$ cat src/rtl/serial_rx_loader_pkg.sv
// Shared definitions for the serial receive front end: FSM state encoding
// and default frame geometry.
package serial_rx_defs;

    localparam int DEF_WIDTH        = 8;
    localparam int DEF_CLKS_PER_BIT = 16;

    typedef enum logic [1:0] {
        ST_IDLE  = 2'd0,
        ST_START = 2'd1,
        ST_SHIFT = 2'd2,
        ST_STOP  = 2'd3
    } state_e;

endpackage

$ cat src/rtl/serial_rx_loader_sync2.sv
// Two-flop synchronizer for an asynchronous level input. It resets to 1 so
// that an idle-high line produces no spurious edge when reset is released.
module sync2 (
    input  logic CLK,
    input  logic RST,
    input  logic D,
    output logic Q
);

    logic meta_q;
    logic sync_q;

    always_ff @(posedge CLK or negedge RST) begin
        if (!RST) begin
            meta_q <= 1'b1;
            sync_q <= 1'b1;
        end else begin
            meta_q <= D;
            sync_q <= meta_q;
        end
    end

    assign Q = sync_q;

endmodule

$ cat src/rtl/serial_rx_loader.sv
// UART-style deserialiser: start/WIDTH data (LSB first)/stop. It emits one ENA
// strobe per well-framed word, or one ERR strobe when the stop bit is low.
module serial_rx_loader
    import serial_rx_defs::*;
#(
    parameter int WIDTH        = DEF_WIDTH,
    parameter int CLKS_PER_BIT = DEF_CLKS_PER_BIT
) (
    input  logic             CLK,
    input  logic             RST,
    input  logic             SIN,
    output logic [WIDTH-1:0] DATA,
    output logic             ENA,
    output logic             ERR,
    output logic             BUSY
);

    localparam int CCW = $clog2(CLKS_PER_BIT);
    localparam int BCW = $clog2(WIDTH + 1);
    localparam logic [CCW-1:0] HALF_LAST = CCW'(CLKS_PER_BIT / 2 - 1);
    localparam logic [CCW-1:0] BIT_LAST  = CCW'(CLKS_PER_BIT - 1);
    localparam logic [BCW-1:0] WORD_LAST = BCW'(WIDTH - 1);

    logic             s_sync;
    logic             s_prev_q;
    logic             fall;
    state_e           state_q;
    logic [CCW-1:0]   cyc_q;
    logic [BCW-1:0]   bit_q;
    logic [WIDTH-1:0] shreg_q;
    logic [WIDTH-1:0] data_q;
    logic             ena_q;
    logic             err_q;

    sync2 u_sync (
        .CLK (CLK),
        .RST (RST),
        .D   (SIN),
        .Q   (s_sync)
    );

    // A frame starts only on a real high-to-low transition, never on a low level.
    assign fall = s_prev_q & ~s_sync;

    always_ff @(posedge CLK or negedge RST) begin
        if (!RST) begin
            s_prev_q <= 1'b1;
            state_q  <= ST_IDLE;
            cyc_q    <= '0;
            bit_q    <= '0;
            shreg_q  <= '0;
            data_q   <= '0;
            ena_q    <= 1'b0;
            err_q    <= 1'b0;
        end else begin
            s_prev_q <= s_sync;
            ena_q    <= 1'b0;
            err_q    <= 1'b0;
            case (state_q)
                ST_IDLE: begin
                    if (fall) begin
                        state_q <= ST_START;
                        cyc_q   <= '0;
                    end
                end
                ST_START: begin
                    if (cyc_q == HALF_LAST) begin
                        cyc_q   <= '0;
                        bit_q   <= '0;
                        state_q <= s_sync ? ST_IDLE : ST_SHIFT;
                    end else begin
                        cyc_q <= cyc_q + 1'b1;
                    end
                end
                ST_SHIFT: begin
                    if (cyc_q == BIT_LAST) begin
                        cyc_q   <= '0;
                        // Shifting in at the MSB leaves the first bit at the LSB.
                        shreg_q <= WIDTH'({s_sync, shreg_q} >> 1);
                        bit_q   <= bit_q + 1'b1;
                        if (bit_q == WORD_LAST) begin
                            state_q <= ST_STOP;
                        end
                    end else begin
                        cyc_q <= cyc_q + 1'b1;
                    end
                end
                ST_STOP: begin
                    if (cyc_q == BIT_LAST) begin
                        cyc_q   <= '0;
                        state_q <= ST_IDLE;
                        if (s_sync) begin
                            data_q <= shreg_q;
                            ena_q  <= 1'b1;
                        end else begin
                            err_q  <= 1'b1;
                        end
                    end else begin
                        cyc_q <= cyc_q + 1'b1;
                    end
                end
                default: state_q <= ST_IDLE;
            endcase
        end
    end

    assign DATA = data_q;
    assign ENA  = ena_q;
    assign ERR  = err_q;
    assign BUSY = (state_q != ST_IDLE);

endmodule

$ cat config.mk
export PLATFORM = sky130hd
export DESIGN_NAME = serial_rx_loader
export DESIGN_NICKNAME = d
export VERILOG_FILES = /design/src/rtl/serial_rx_loader_pkg.sv /design/src/rtl/serial_rx_loader_sync2.sv /design/src/rtl/serial_rx_loader.sv
export SDC_FILE = /design/constraint.sdc
export NUM_CORES = 1
export LEC_CHECK = 0
export ABC_AREA = 1
export CAP_MARGIN = 20
export CORE_MARGIN = 1.5
export CORE_UTILIZATION = 39
export DETAILED_ROUTE_END_ITERATION = 10
export PLACE_DENSITY_LB_ADDON = 0.1
export SLEW_MARGIN = 20
export SYNTH_ARGS = -nofsm -noshare
export SYNTH_HDL_FRONTEND = slang
export SYNTH_SLANG_ARGS = --single-unit
export TNS_END_PERCENT = 10
$ cat constraint.sdc
create_clock -name CLK -period 1.7 [get_ports CLK]
set_input_delay 0.51 -clock CLK [delete_from_list [all_inputs] [get_ports CLK]]
set_output_delay 0.51 -clock CLK [all_outputs]
set_load 0.1 [all_outputs]
# Word level (Yosys, flattened, before mapping)

Cells that the tools add are included.

Equality and inequality tests: 11
$add $sub $neg: 2
Bitwise logic cells: 2
Reduce and logical (&&, ||, !) cells: 8
Muxes and demuxes: 20

Operator list:

| cell                  | count |
|---|---|
| $mux W4               | 5 |
| $mux W2               | 6 |
| $pmux W4 S3           | 1 |
| $ne A2 B2 Y1 const B  | 5 |
| $add A4 B1 Y4 const B | 2 |
| $eq A4 B3 Y1 const B  | 2 |
| $pmux W2 S4           | 1 |
| $pmux W4 S2           | 1 |
| $mux W1               | 6 |
| $reduce_and A3 Y1     | 2 |
| $reduce_and A5 Y1     | 1 |
| $eq A2 B2 Y1 const B  | 2 |
| $eq A4 B4 Y1 const B  | 1 |
| $reduce_bool A2 Y1    | 2 |
| $eq A2 B1 Y1 const B  | 1 |
| $logic_not A2 Y1      | 1 |
| $reduce_and A2 Y1     | 1 |
| $reduce_or A2 Y1      | 1 |
| $and A1 B1 Y1         | 1 |
| $not A1 Y1            | 1 |

Output and inout port bits: 11
Register bits: 31

# Depth between registers and ports, before layout

Gate-level depths: netlist of run 1.

Depth in word-level cells: 4
Mapped depth: 9
Depth with buffers taken out: 8

# Modules after synthesis

A second synthesis of run 1 with hierarchy kept.

Cell total of the unflattened synthesis: 141
Area total of the unflattened synthesis: 1385.1 um^2

Modules (own cells, without submodules):

| module           | instances | area an instance (um^2) | cells an instance |
|---|---|---|---|
| serial_rx_loader | 1         | 1332.5                  | 139 |
| sync2            | 1         | 52.6                    | 2 |

# Worst setup path before layout of run 1

Ideal clock, no wire load.

Path kind: reg2out
Start: reg state_q[0]
End: out BUSY
Setup slack: 0.072 ns
Arrival time: 1.118 ns
Cell stages (with the launch flop): 3
Data required time: 1.190 ns
Cell sequence: dfrtp_1 -> nor2_1 -> inv_1

Cells in the longest elaborated chain, start to end: 1

RTL lines:

| element                | RTL line                | RTL |
|---|---|---|
| from (decl)            | serial_rx_loader.sv:27  | `state_e state_q;` |
| from (signal assigned) | serial_rx_loader.sv:70  | `state_q <= s_sync ? ST_IDLE : ST_SHIFT;` |
| $reduce_bool A2 Y1     | serial_rx_loader.sv:110 | `assign BUSY = (state_q != ST_IDLE);` |
| to (decl)              | serial_rx_loader.sv:15  | `output logic BUSY` |

Every way passes these cells.

# Worst setup path after layout of run 1

Same ends and word-level chain as after synthesis.

==> impl_results.md, run 1 <==
* Run status: finished, final reports clean
* Top-count cell post-synth: nand2_1
* Total number of nets in the final design at around 170
* Crit path max fanout at 3
* Maximum number of pins on one net before global-route repair at 32
* Core Rows at 21
* Area fraction of the dominant cell type after synthesis at 50.18%
* Initial standard-cell utilization of the core at 41.20%
* Syn nets at 154
* Endpoint kind of the worst setup timing path: output port
* Fraction of synthesized area in multiplexers at 0%
* Synth Area in Compound Gates at between 10% and 20%
* Total congestion overflow after global routing at 0
* Synth top area cells: dfrtp_1 (50%), nand2_1 (11%), dfstp_2 (5.6%)
* Met2 WL post-DR at 1064 um
* Post-detailed-placement half-perimeter wirelength at 1694 um
* Die area at just under 4000 sq um
* Routability-driven placement congestion ratio at approximately 0.94
* Clock Latency Late Sink at roughly 330 ps
* Clock transition time at the flip-flop clock pins of the worst setup and hold paths at 80 ps
* Level count of the clock H-tree at 2
* Dominant combinational cell family by area after synthesis: simple AND/OR/NAND/NOR gates
* Required time of the critical path at between 1000 and 1500 ps
* Syn Inst Count at 149
* Highest metal layer with signal wires: met4
* Inserted Diodes at 0
* Initial antenna violation count at 0
* Unique cell type count in the Yosys netlist at 26
* Slew at the pin closest to its max-slew limit at approximately 250 ps
* Total via count in the routed design at just under 1000
* Final worst path period share at between 90% and 100%
* Synth warn at 0
* Initial drt markers at 65
* Clock tree root driver cell: clkbuf_4
* Number of buffers created by CTS at 5
* Adder-cell share of the synthesized area at under 10%
* Unrepaired setup endpoints after global routing: yes
* Synthesis-stage register bit count at 31
* Ranking of synthesized cells by instance count: nand2_1 (42), dfrtp_1 (28), inv_1 (21), o21ai_0 (8)
* Fmax at between 600 and 700 MHz
* Number of pins with negative max-slew slack in the final report at 0
* Vias in the first global route at 994
* Final worst path period need at 1642 ps
* Number of I/O port buffers at 13
* Amount of wire on met3 after detailed routing at ~140 um
* Proportion of register bits with asynchronous set or reset after synthesis at 100.0%
* Number of clock sinks seen by CTS at 31
* Met1 Routed Length at around 1100 um
* Fraction of layout cells with a size suffix above 1 at between 20% and 30%
* Share of the core filled with cells in the final layout at 52.09%
* Routed wire length at 2338 um
* Maximum clock skew at final layout at 10.39 ps
* Cell Pwr Density at roughly 1100 nW/um^2
* Routed wire per std cell at about 11 um
* Routed via count divided by cell count at between 4 and 5
* Synthesized-area fraction occupied by xor and xnor cells at less than 1%
* Die X-Extent at roughly 63 um
* Crit path buf inv count at 2
* Sequence of cells on the critical path: nor2_4 > inv_2 > buf_12
* Leakage power figure at about 0.85 nW
* Cts-stage hold buffer count at 0
* Slew margin rel. at a little over four fifths
* Critical setup path kind: register to output port
* Largest area contributor in the netlist: dfrtp_1
* DRC viols at 0
* Cell with the largest stage delay on the worst path: dfrtp_2
* Cell area after technology mapping at 1396 sq um
* Count of nets left with antenna violations after detail routing at 0
* IR drop worst, VDD at around 610 uV
* Data arrival time of the worst path at approximately 1100 ps
* Critical path's top delay family: flip-flops
* Die span in y at between 60 and 70 um
* Post-synthesis average cell area at between 9 and 10 sq um
* Delay of the slowest cell on the worst path at about 430 ps
* Synth Area in Simple Gates at 20.70%
* Final hold violations at 0
* Worst setup timing slack at the placement stage at roughly 210 ps
* Worst Setup Start Kind: register
* Number of violations of the max-capacitance limit at 0
* Clock tree from TritonCTS: built
* Area growth from synthesis to layout at 26.43%
* Sequential-to-total area share from yosys stat at a little under three fifths
* Clock Tree Buf Depth at 2
* Wire length of the first global-routing pass at about 4400 um
* Core ar. at 3390 sq um
* Type of the tightest min-delay check: register to register
* Primary FF master, synth: dfrtp_1
* Setup violators final at 0
* EDFF count, synth at 0
* Worst Slack Setup Final at between 50 and 60 ps
* Count of TritonRoute iterations in the first routing pass at 4
* I/O pin total at 14
* GRT Total Usage at 14.33%
## final timing paths
path / startpoint / to / slack, ps / cells after the start
worst max register to register: cyc_q[0] / bit_q[0] / 180 / 8
worst min-delay path: u_sync.meta_q / u_sync.Q / 360 / 0
worst min register to register: u_sync.meta_q / u_sync.Q / 360 / 0
max in group asynchronous: RST / u_sync.Q / 930 / 2
worst max-delay path: state_q[0] / BUSY / 60 / 3
min in group asynchronous: RST / cyc_q[0] / 520 / 2
## worst register-to-register path: cells and delay by family, from the launching register on
family | cells | cell delay [ps]
simple gates | 4 | 500
fa+ha+maj | 1 | 270
flops | 1 | 440
buf+inv | 2 | 150
compound gates | 1 | 80
## cell usage in the layout (no fill, tap or decap), drive strengths merged
master	instances
a21oi	2
a22o	1
buf	13
clkbuf	8
clkdlybuf4s50	2
clkinv	1
dfrtp	28
dfstp	3
ha	2
inv	22
nand2	44
nand3	9
nand4	1
nor2	8
nor3	1
o21ai	22
o21bai	1
xor2	1
## area by class of cell
class | count | area, sq um
Fill cell | 302 | 1624
Sequential cell | 31 | 780.7
Multi-Input combinational cell | 92 | 496.7
Timing Repair Buffer | 15 | 267.8
Inverter | 23 | 93.84
Clock buffer | 8 | 68.82
Tap cell | 46 | 57.56
## state kept, by name, summed over array words and instances (netlist names), named ones only
name	flops
DATA	8
ENA	1
ERR	1
bit_q	4
cyc_q	4
s_prev_q	1
shreg_q	8
state_q	1
u_sync.Q	1
u_sync.meta_q	1
## layer usage
| layer | GRT usage (%) | up-vias |
|---|---|---|
| li1 | - | 507 |
| met1 | 18.41 | 449 |
| met2 | 20.70 | 23 |
| met3 | 6.486 | 4 |
| met4 | 6.389 | 0 |
| met5 | 0 | - |
## timing repair
| action | in CTS | in global routing |
|---|---|---|
| setup endpoints to repair | 1 | 1 |
| gates cloned | 0 | 0 |
| pin swaps | 1 | 0 |
| setup buffers | 1 | 0 |
| resized for setup | 4 | 0 |
| endpoints found under the hold margin | 0 | 0 |
## metrics by stage
step	total power [mW]	setup TNS, ps	std cells	cell area (sq um)	hold WS [ps]
global route	2.152	-15.82	215	1765	369.4
global placement	1.465	0	206	1680	347.9
finish	2.003	0	215	1765	359.1
CTS	2.030	0	215	1765	361.3
floorplan	1.309	0	149	1396	214.4
detailed placement	1.486	0	206	1680	347.8
## power breakdown
part | switching [mW] | total (mW) | internal [mW] | leakage (nW)
Combinational | 0.388 | 0.611 | 0.222 | 0.399
Sequential | 0.0904 | 0.907 | 0.816 | 0.413
Clock | 0.243 | 0.486 | 0.243 | 0.0386
Total | 0.722 | 2.00 | 1.28 | 0.851
## kinds of logic (layout without fill, tap and decap cells)
group | Yosys count | in the layout
xor+xnor | 1 | 1
simple gates | 63 | 63
fa+ha+maj | 2 | 2
buf+inv | 26 | 46
compound gates | 26 | 26
flops | 31 | 31
Power figures use the tool's default switching activity.
==> inputs of run 2 (changes only) <==
- SLEW_MARGIN: 20 -> default
==> results of run 2 <==
No change in the layout: final DEF, timing and power equal those of run 1.
